**src/rtl/fetch_stage.sv**
```systemverilog
// Instruction-fetch stage and IF/ID pipeline register of the pipelined MIPS core.
// Owns the PC, issues imem requests and applies the decode-stage PC select (no delay slot).
module fetch_stage #(
  parameter int unsigned              ADDR_W   = 32,
  parameter logic        [ADDR_W-1:0] RESET_PC = 32'h0000_0000
) (
  input  logic              clk,
  input  logic              rst,
  input  logic              stall,
  input  logic [1:0]        pcsrc,
  input  logic [31:0]       rs_data,
  output logic              imem_req,
  output logic [ADDR_W-1:0] imem_addr,
  input  logic [31:0]       imem_rdata,
  input  logic              imem_ready,
  output logic              id_valid,
  output logic [31:0]       id_instr,
  output logic [ADDR_W-1:0] id_pc4,
  output logic [5:0]        id_opcode,
  output logic [4:0]        id_rs,
  output logic [4:0]        id_rt,
  output logic [5:0]        id_func
);

  localparam logic [1:0] S_IDLE = 2'd0;
  localparam logic [1:0] S_REQ  = 2'd1;
  localparam logic [1:0] S_HOLD = 2'd2;

  logic [1:0]        state;
  logic [ADDR_W-1:0] pc;
  logic [ADDR_W-1:0] pc_plus4;
  logic [ADDR_W-1:0] target;
  logic [31:0]       branch_off;
  logic [31:0]       skid;
  logic              redirect;
  logic              fetch_done;

  assign pc_plus4   = pc + ADDR_W'(4);
  assign branch_off = {{14{id_instr[15]}}, id_instr[15:0], 2'b00};

  // pcsrc is only meaningful for a real instruction sitting in ID.
  assign redirect   = id_valid && (pcsrc != 2'b00) && !stall;
  assign fetch_done = (state == S_REQ) && imem_ready;

  always_comb begin
    // NOTE: default assignment first so no path through the case infers a latch.
    target = id_pc4;
    case (pcsrc)
      2'b01:   target = id_pc4 + branch_off;
      2'b10:   target = {id_pc4[ADDR_W-1:ADDR_W-4], id_instr[25:0], 2'b00};
      2'b11:   target = rs_data & 32'hFFFF_FFFC;
      default: target = id_pc4;
    endcase
  end

  // NOTE: all state updates use non-blocking assignments so every register samples pre-edge values.
  always_ff @(posedge clk or negedge rst) begin
    if (!rst) begin
      state    <= S_IDLE;
      pc       <= RESET_PC;
      skid     <= '0;
      id_valid <= 1'b0;
      id_instr <= '0;
      id_pc4   <= '0;
    end else if (stall) begin
      // PC and IF/ID frozen; a fetch finishing now parks in the skid buffer.
      if (state == S_IDLE) begin
        state <= S_REQ;
      end else if (fetch_done) begin
        skid  <= imem_rdata;
        state <= S_HOLD;
      end
    end else if (redirect) begin
      // Wrong-path word (in flight or parked) is dropped; one bubble enters ID.
      pc       <= target;
      id_valid <= 1'b0;
      skid     <= '0;
      state    <= S_REQ;
    end else if (fetch_done || (state == S_HOLD)) begin
      id_instr <= (state == S_HOLD) ? skid : imem_rdata;
      id_pc4   <= pc_plus4;
      id_valid <= 1'b1;
      pc       <= pc_plus4;
      state    <= S_REQ;
    end else begin
      id_valid <= 1'b0;
      state    <= S_REQ;
    end
  end

  assign imem_req  = (state == S_REQ);
  assign imem_addr = pc;

  assign id_opcode = id_instr[31:26];
  assign id_rs     = id_instr[25:21];
  assign id_rt     = id_instr[20:16];
  assign id_func   = id_instr[5:0];

endmodule

```
**config.mk**
```make
export PLATFORM = sky130hd
export DESIGN_NAME = fetch_stage
export DESIGN_NICKNAME = d
export VERILOG_FILES = /design/src/rtl/fetch_stage.sv
export SDC_FILE = /design/constraint.sdc
export NUM_CORES = 1
export LEC_CHECK = 0
export CORE_ASPECT_RATIO = 0.6
export CORE_UTILIZATION = 49
export DETAILED_ROUTE_END_ITERATION = 7
export PLACE_DENSITY = 0.78
export SYNTH_ARGS = -nofsm -noshare
export SYNTH_HDL_FRONTEND = slang
export SYNTH_SLANG_ARGS = --single-unit
```
**constraint.sdc**
```tcl
create_clock -name clk -period 8.2 [get_ports clk]
set_clock_uncertainty 0.05 [all_clocks]
set_input_delay 1.64 -clock clk [delete_from_list [all_inputs] [get_ports clk]]
set_output_delay 1.64 -clock clk [all_outputs]
set_load 0.01 [all_outputs]
```
==> results.yml, run 1 <==
grt:
  grt_pass1_vias: 7584
  grt_usage_pct: 31.33
  grt_overflow: 0
  antenna_found_initial: 0
  grt_max_degree: 76
  grt_pass1_wl_mm: 42.47
synthesis:
  syn-instance-count: 1039
  seq_area_frac_synth_pct: 38.83
  ys.flop_type: "dfrtp_1"
  netlist_area_um2: 8443
  synth.distinct_cells: 73
  synth.top_cells.by_area: "dfrtp_1 (39%), nand2_1 (10%), o21ai_0 (6.1%)"
  synth_common_cells: "nand2_1 (231), dfrtp_1 (131), o21ai_0 (103), nor2_1 (71), a21oi_1 (56)"
  syn_area_per_cell_um2: 8.126
  yosysWarnings: 0
  ys_ff_latch: 131
  syn_nets: 1140
  synth.most_common_cell: "nand2_1"
  synth_top_area_share_pct: 38.83
  post-synth-top-area-cell: "dfrtp_1"
  synthArstFlopShare_pct: 100.0
  synth_edf_count: 0
final_layout:
  antenna_cells: 0
  fillers: 1391
  areaGrowthSynthToFinish_pct: 28.57
  drive_gt1_share_pct: 5.907
  nNetsFinal: 1273
  final_core_utilization_pct: 65.67
route:
  drtIter0Drc: 912
  num_vias: 8380
  drcViolationCount: 0
  first_pass_iters: 5
  viasPerCell: 5.931
  wl_mm: 27.65
  postRouteAntennaNets: 0
  avgRoutedWirePerCell_um: 19.57
floorplan:
  rows: 36
  core_um2: 16530
  start_util_pct: 51.07
  ioPinCount: 190
  die_x_um: 171.5
  die_area_um2: 17780
  die_h_um: 103.7
pwr:
  power_leakage_nw: 4.588
  peakVddDrop_mv: 0.1972
  power_density_nw_per_um2: 393.7
setup_path:
  startpoint_type: "input pin"
  end_kind: "flip-flop"
  required_ns: 8.43
  crit_fanout: 15
  cp_data_arrival_time_ns: 4.96
  crit_type: "input pin to flip-flop"
sta:
  tightest_slew_ns: 1.324
  relSlewSlack_pct: 11.38
  fmax_mhz: 211.3
  setup-violations-final: 0
  setup_tns_ns: 0
  post-route-period-util_pct: 57.70
  min_period_ns: 4.732
  slew_viol_final: 0
  rsz0062_at_grt: "no"
  hold_viol: 0
worst_hold_path:
  hold_path.class: "flip-flop to flip-flop"
clock_tree:
  cts_resized: 0
  cts_tree: "yes"
  cts_buffer_depth: 2
  clkTransAtPathRegs_ns: 0.07
  post_cts_buffers: 0
  cts_sinks: 131
  cts_made_buffers: 17
  cts_hold_buffers: 0
  insertion_delay_ns: 0.42
  cts_root_buf: "clkbuf_16"
  cts_max_level: 4
flow_run:
  cap_viol_max_count: 0
run_status:
  status: "completed"
placed_design:
  io_buffers: 187
  dp_hpwl_mm: 19.70
  gp_congestion: 0.9399
[worst paths after layout]
check                                         startpoint                        end  slack (ns)  cells after the start
worst max-delay path                               stall  imem_addr[31]$_DFFE_PN0P_        3.47                      8
min in group asynchronous                            rst     id_pc4[30]$_DFFE_PN0P_        1.12                      1
worst max register to register      id_valid$_DFFE_PN0N_  imem_addr[31]$_DFFE_PN0P_        5.00                      7
max in group asynchronous                            rst     id_pc4[10]$_DFFE_PN0P_        5.63                      2
worst min-delay path            imem_addr[1]$_DFFE_PN0P_      id_pc4[1]$_DFFE_PN0P_        0.46                      2
worst min register to register  imem_addr[1]$_DFFE_PN0P_      id_pc4[1]$_DFFE_PN0P_        0.46                      2
[power breakdown]
group          internal, mW  total, mW  switching [mW]
sequential            0.874       1.20           0.328
clock                 0.436      0.770           0.334
combinational          1.08       2.30            1.22
[cells in the final DEF (no fill, tap or decap), drive strengths merged, types with 4 or more instances in the layout]
cell type and count:
and3 17, xnor2 31, mux2i 12, nor2 71, inv 23, mux2 5, o22ai 4, a31oi 39
clkbuf 18, nor4 4, nand3 24, o41ai 4, o21ai 128, o211ai 5, clkdlybuf4s50 185, o21a 10
dfrtp 131, nor3 19, o221ai 4, nand2b 4, nand2 231, nor2b 10, nand4 9, buf 14
xor2 24, ha 30, a21oi 56, o21bai 4, a21o 13, and2 4
[through the flow]
stage	hold slack, ns	cell area [µm²]	cells	power, mW	worst slack (ns)
detailed placement	0.4442	10270	1381	3.442	3.209
finish	0.4567	10860	1413	4.274	3.468
CTS	0.4601	10860	1413	4.226	3.638
floorplan	0.4119	8443	1039	2.558	5.097
global placement	0.4365	10270	1381	3.407	3.314
global route	0.4979	10860	1413	4.526	3.347
[routing by layer]
layer | vias to the layer above | part of all wire (%) | routed length, µm | GRT usage [%]
li1 | 3909 | - | - | -
met1 | 3977 | 46 | 12720 | 47.76
met2 | 463 | 41 | 11290 | 42.94
met3 | 31 | 12 | 3263 | 9.438
met4 | 0 | 1.3 | 372 | 6.696
met5 | - | 0 | 0 | 0
[critical path, stage by stage]
cell	delay [ns]
clkdlybuf4s50_1	0.59
nand2b_1	0.47
nor2_1	1.10
nor2_1	0.54
a21oi_1	0.25
nor2b_1	0.07
nor3_1	0.19
o21ai_1	0.09
[final cells by class]
cell class / instances / area, µm² / share of cell area, %
Multi-Input combinational cell: 808 / 4696 / 43.26
Sequential cell: 131 / 3278 / 30.20
Timing Repair Buffer: 199 / 1958 / 18.04
Clock buffer: 18 / 439.2 / 4.046
Tap cell: 228 / 285.3 / 2.628
Clock inverter: 14 / 142.6 / 1.314
Inverter: 15 / 56.30 / 0.5187
[registers in the layout (all words and copies together) (netlist names)]
name / count
id_instr: 32
id_pc4: 32
id_valid: 1
imem_addr: 32
skid: 32
state: 2
[cells by family (layout without fill, tap and decap cells)]
group / Yosys count / after routing / share of synthesized area, %
AOI/OAI and AO/OA: 303 / 303 / 21.83
buffers and inverters: 100 / 246 / 5.779
muxes: 17 / 17 / 2.090
and+or+nand+nor: 402 / 402 / 21.09
xor gates and xnor gates: 55 / 55 / 5.705
DFF: 131 / 131 / 38.83
adders and majority gates: 31 / 31 / 4.683
No activity file was read; power rests on OpenSTA's default activity.
==> run 2, diff against run 1 <==
Settings changed: CORE_UTILIZATION 49 to 47.
Clock period 8.2 ns to 4.1 ns, I/O delays scaled along.
==> run 2 against run 1 <==
- core utilization is 2.6 points lower
- sequential share of layout area is 0.25 points lower
- cell count is 1.2% higher
- hold slack worse by 0.11 ns
- flip-flop and latch count stayed put
- final area is 0.83% higher
- non-clock buffer count is 10 higher
- clock power is 94% higher
==> results.yml, run 2 (synthesized netlist as in run 1, its figures left out) <==
placed_design:
  dp_hpwl_mm: 20.26
  gp_congestion: 0.9749
  preCtsSetupSlack_ns: 0.7563
  io_buffers: 187
sta:
  fmax_mhz: 302.0
  fin_ws_ns: 0.7885
  min_period_ns: 3.312
  relSlewSlack_pct: 32.63
  setup-violations-final: 0
  hold_viol: 0
  setup_tns_ns: 0
  post-route-period-util_pct: 80.77
  slew_viol_final: 0
  tightest_slew_ns: 1.011
  rsz0062_at_grt: "no"
final_layout:
  drive_gt1_share_pct: 6.695
  areaGrowthSynthToFinish_pct: 29.64
  fillers: 1480
  final_common_cell: "nand2_1"
  nNetsFinal: 1283
  layout_common_cells: "nand2_1 (230), clkdlybuf4s50_1 (185), dfrtp_1 (131)"
setup_path:
  crit_fanout: 18
  startpoint_type: "flip-flop"
  end_kind: "flip-flop"
  timing.rr.start: "id_instr[15]$_DFFE_PN0P_"
  cp_data_arrival_time_ns: 3.56
  r2r-end: "imem_addr[30]$_DFFE_PN0P_"
  regToRegSetupSlack_ns: 0.79
  crit_type: "flip-flop to flip-flop"
  required_ns: 4.34
  worstRegToRegCells: 8
floorplan:
  start_util_pct: 48.63
  die_area_um2: 18520
  ioPinCount: 190
  die_x_um: 175.0
  rows: 37
  core_um2: 17360
  die_h_um: 105.8
clock_tree:
  cts_hold_buffers: 0
  cts_max_level: 4
  cts_root_buf: "clkbuf_16"
  cts_buffer_depth: 2
  clkTransAtPathRegs_ns: 0.07
  cts_resized: 0
  cts_made_buffers: 17
  cts_sinks: 131
  post_cts_buffers: 0
  insertion_delay_ns: 0.42
  cts_tree: "yes"
worst_hold_path:
  hold_path.class: "input pin to async pin"
route:
  postRouteAntennaNets: 0
  drtIter0Drc: 928
  wl_mm: 27.68
  avgRoutedWirePerCell_um: 19.36
  viasPerCell: 5.901
  first_pass_iters: 7
  num_vias: 8439
  drcViolationCount: 0
run_status:
  status: "completed"
flow_run:
  cap_viol_max_count: 0
pwr:
  total_power_mw: 8.521
  seqPwrFrac_pct: 28.6
  power_leakage_nw: 4.633
  clkPwrFrac_pct: 17.5
  switching_share_pct: 44.44
  peakVddDrop_mv: 0.4105
  switchingPower_mw: 3.787
  combPwrFrac_pct: 53.9
  power_density_nw_per_um2: 778.5
  intPower_mw: 4.734
grt:
  grt_usage_pct: 30.43
  antenna_found_initial: 0
  grt_overflow: 0
  grt_pass1_wl_mm: 43.29
  grt_pass1_vias: 7883
  grt_max_degree: 82
## run 2: cell types whose count changed in the layout (fill, tap and decap cells not counted)
| cell | delta |
|---|---|
| clkinv_4 | -2 |
| clkinvlp_4 | +1 |
| inv_8 | +3 |
| buf_12 | +2 |
| buf_4 | +8 |
| clkbuf_8 | -1 |
| diode_2 | +1 |
| bufinv_16 | -1 |
## run 2: area by class of cell
class	instances	area, µm²	area share [%]
Multi-Input combinational cell	808	4696	42.90
Sequential cell	131	3278	29.95
Timing Repair Buffer	209	2058	18.80
Clock buffer	17	425.4	3.887
Tap cell	234	292.8	2.675
Clock inverter	15	136.4	1.246
Inverter	15	56.30	0.5144
Antenna cell	1	2.502	0.02286
## run 2: how the worst max path moves through the flow
stage | depth (start not counted) | from | slack [ns] | endpoint
after floorplan | 10 | id_instr[15]$_DFFE_PN0P_ | 1.39 | imem_addr[30]$_DFFE_PN0P_
after global routing | 9 | id_instr[15]$_DFFE_PN0P_ | 0.61 | imem_addr[30]$_DFFE_PN0P_
after detailed placement | 8 | pcsrc[1] | 0.76 | imem_addr[16]$_DFFE_PN0P_
after CTS | 9 | id_instr[15]$_DFFE_PN0P_ | 0.82 | imem_addr[30]$_DFFE_PN0P_
final | 8 | id_instr[15]$_DFFE_PN0P_ | 0.79 | imem_addr[30]$_DFFE_PN0P_
after global placement | 8 | pcsrc[1] | 0.81 | imem_addr[16]$_DFFE_PN0P_
## run 2: critical path: stages (launching register included)
cell and delay (ns):
dfrtp_1 0.93, ha_1 0.47, a21o_1 0.25, o41ai_1 0.48, o21a_1 0.19, o21ai_1 0.15
a221oi_1 0.42, xor2_1 0.18, o21ai_1 0.07
## run 2: power by group through the flow
stage | logic, mW | clock network (mW) | registers (mW)
after floorplan | 2.73 | 0 | 2.38
after global placement | 4.38 | 0 | 2.42
after detailed placement | 4.46 | 0 | 2.43
after CTS | 4.51 | 1.50 | 2.41
after global routing | 4.98 | 1.55 | 2.50
final | 4.59 | 1.49 | 2.43
## run 2: per-layer routing
layer  vias to the layer above  wire, µm  global-route usage (%)
met5                         -         0                       0
met1                      3973     12570                   45.30
met2                       511     11250                   41.72
met3                        48      3235                   8.766
met4                         0       623                   9.938
li1                       3907         -                       -
## run 2: metrics by stage
stage               hold slack, ns  std cells  utilization, %  cell area (µm²)
floorplan                   0.4119       1039               -             8443
global placement            0.4475       1397           59.80            10380
detailed placement          0.4533       1397           59.80            10380
CTS                         0.4196       1429           63.03            10940
global route                0.4393       1429           63.03            10940
finish                      0.3456       1430           63.05            10950
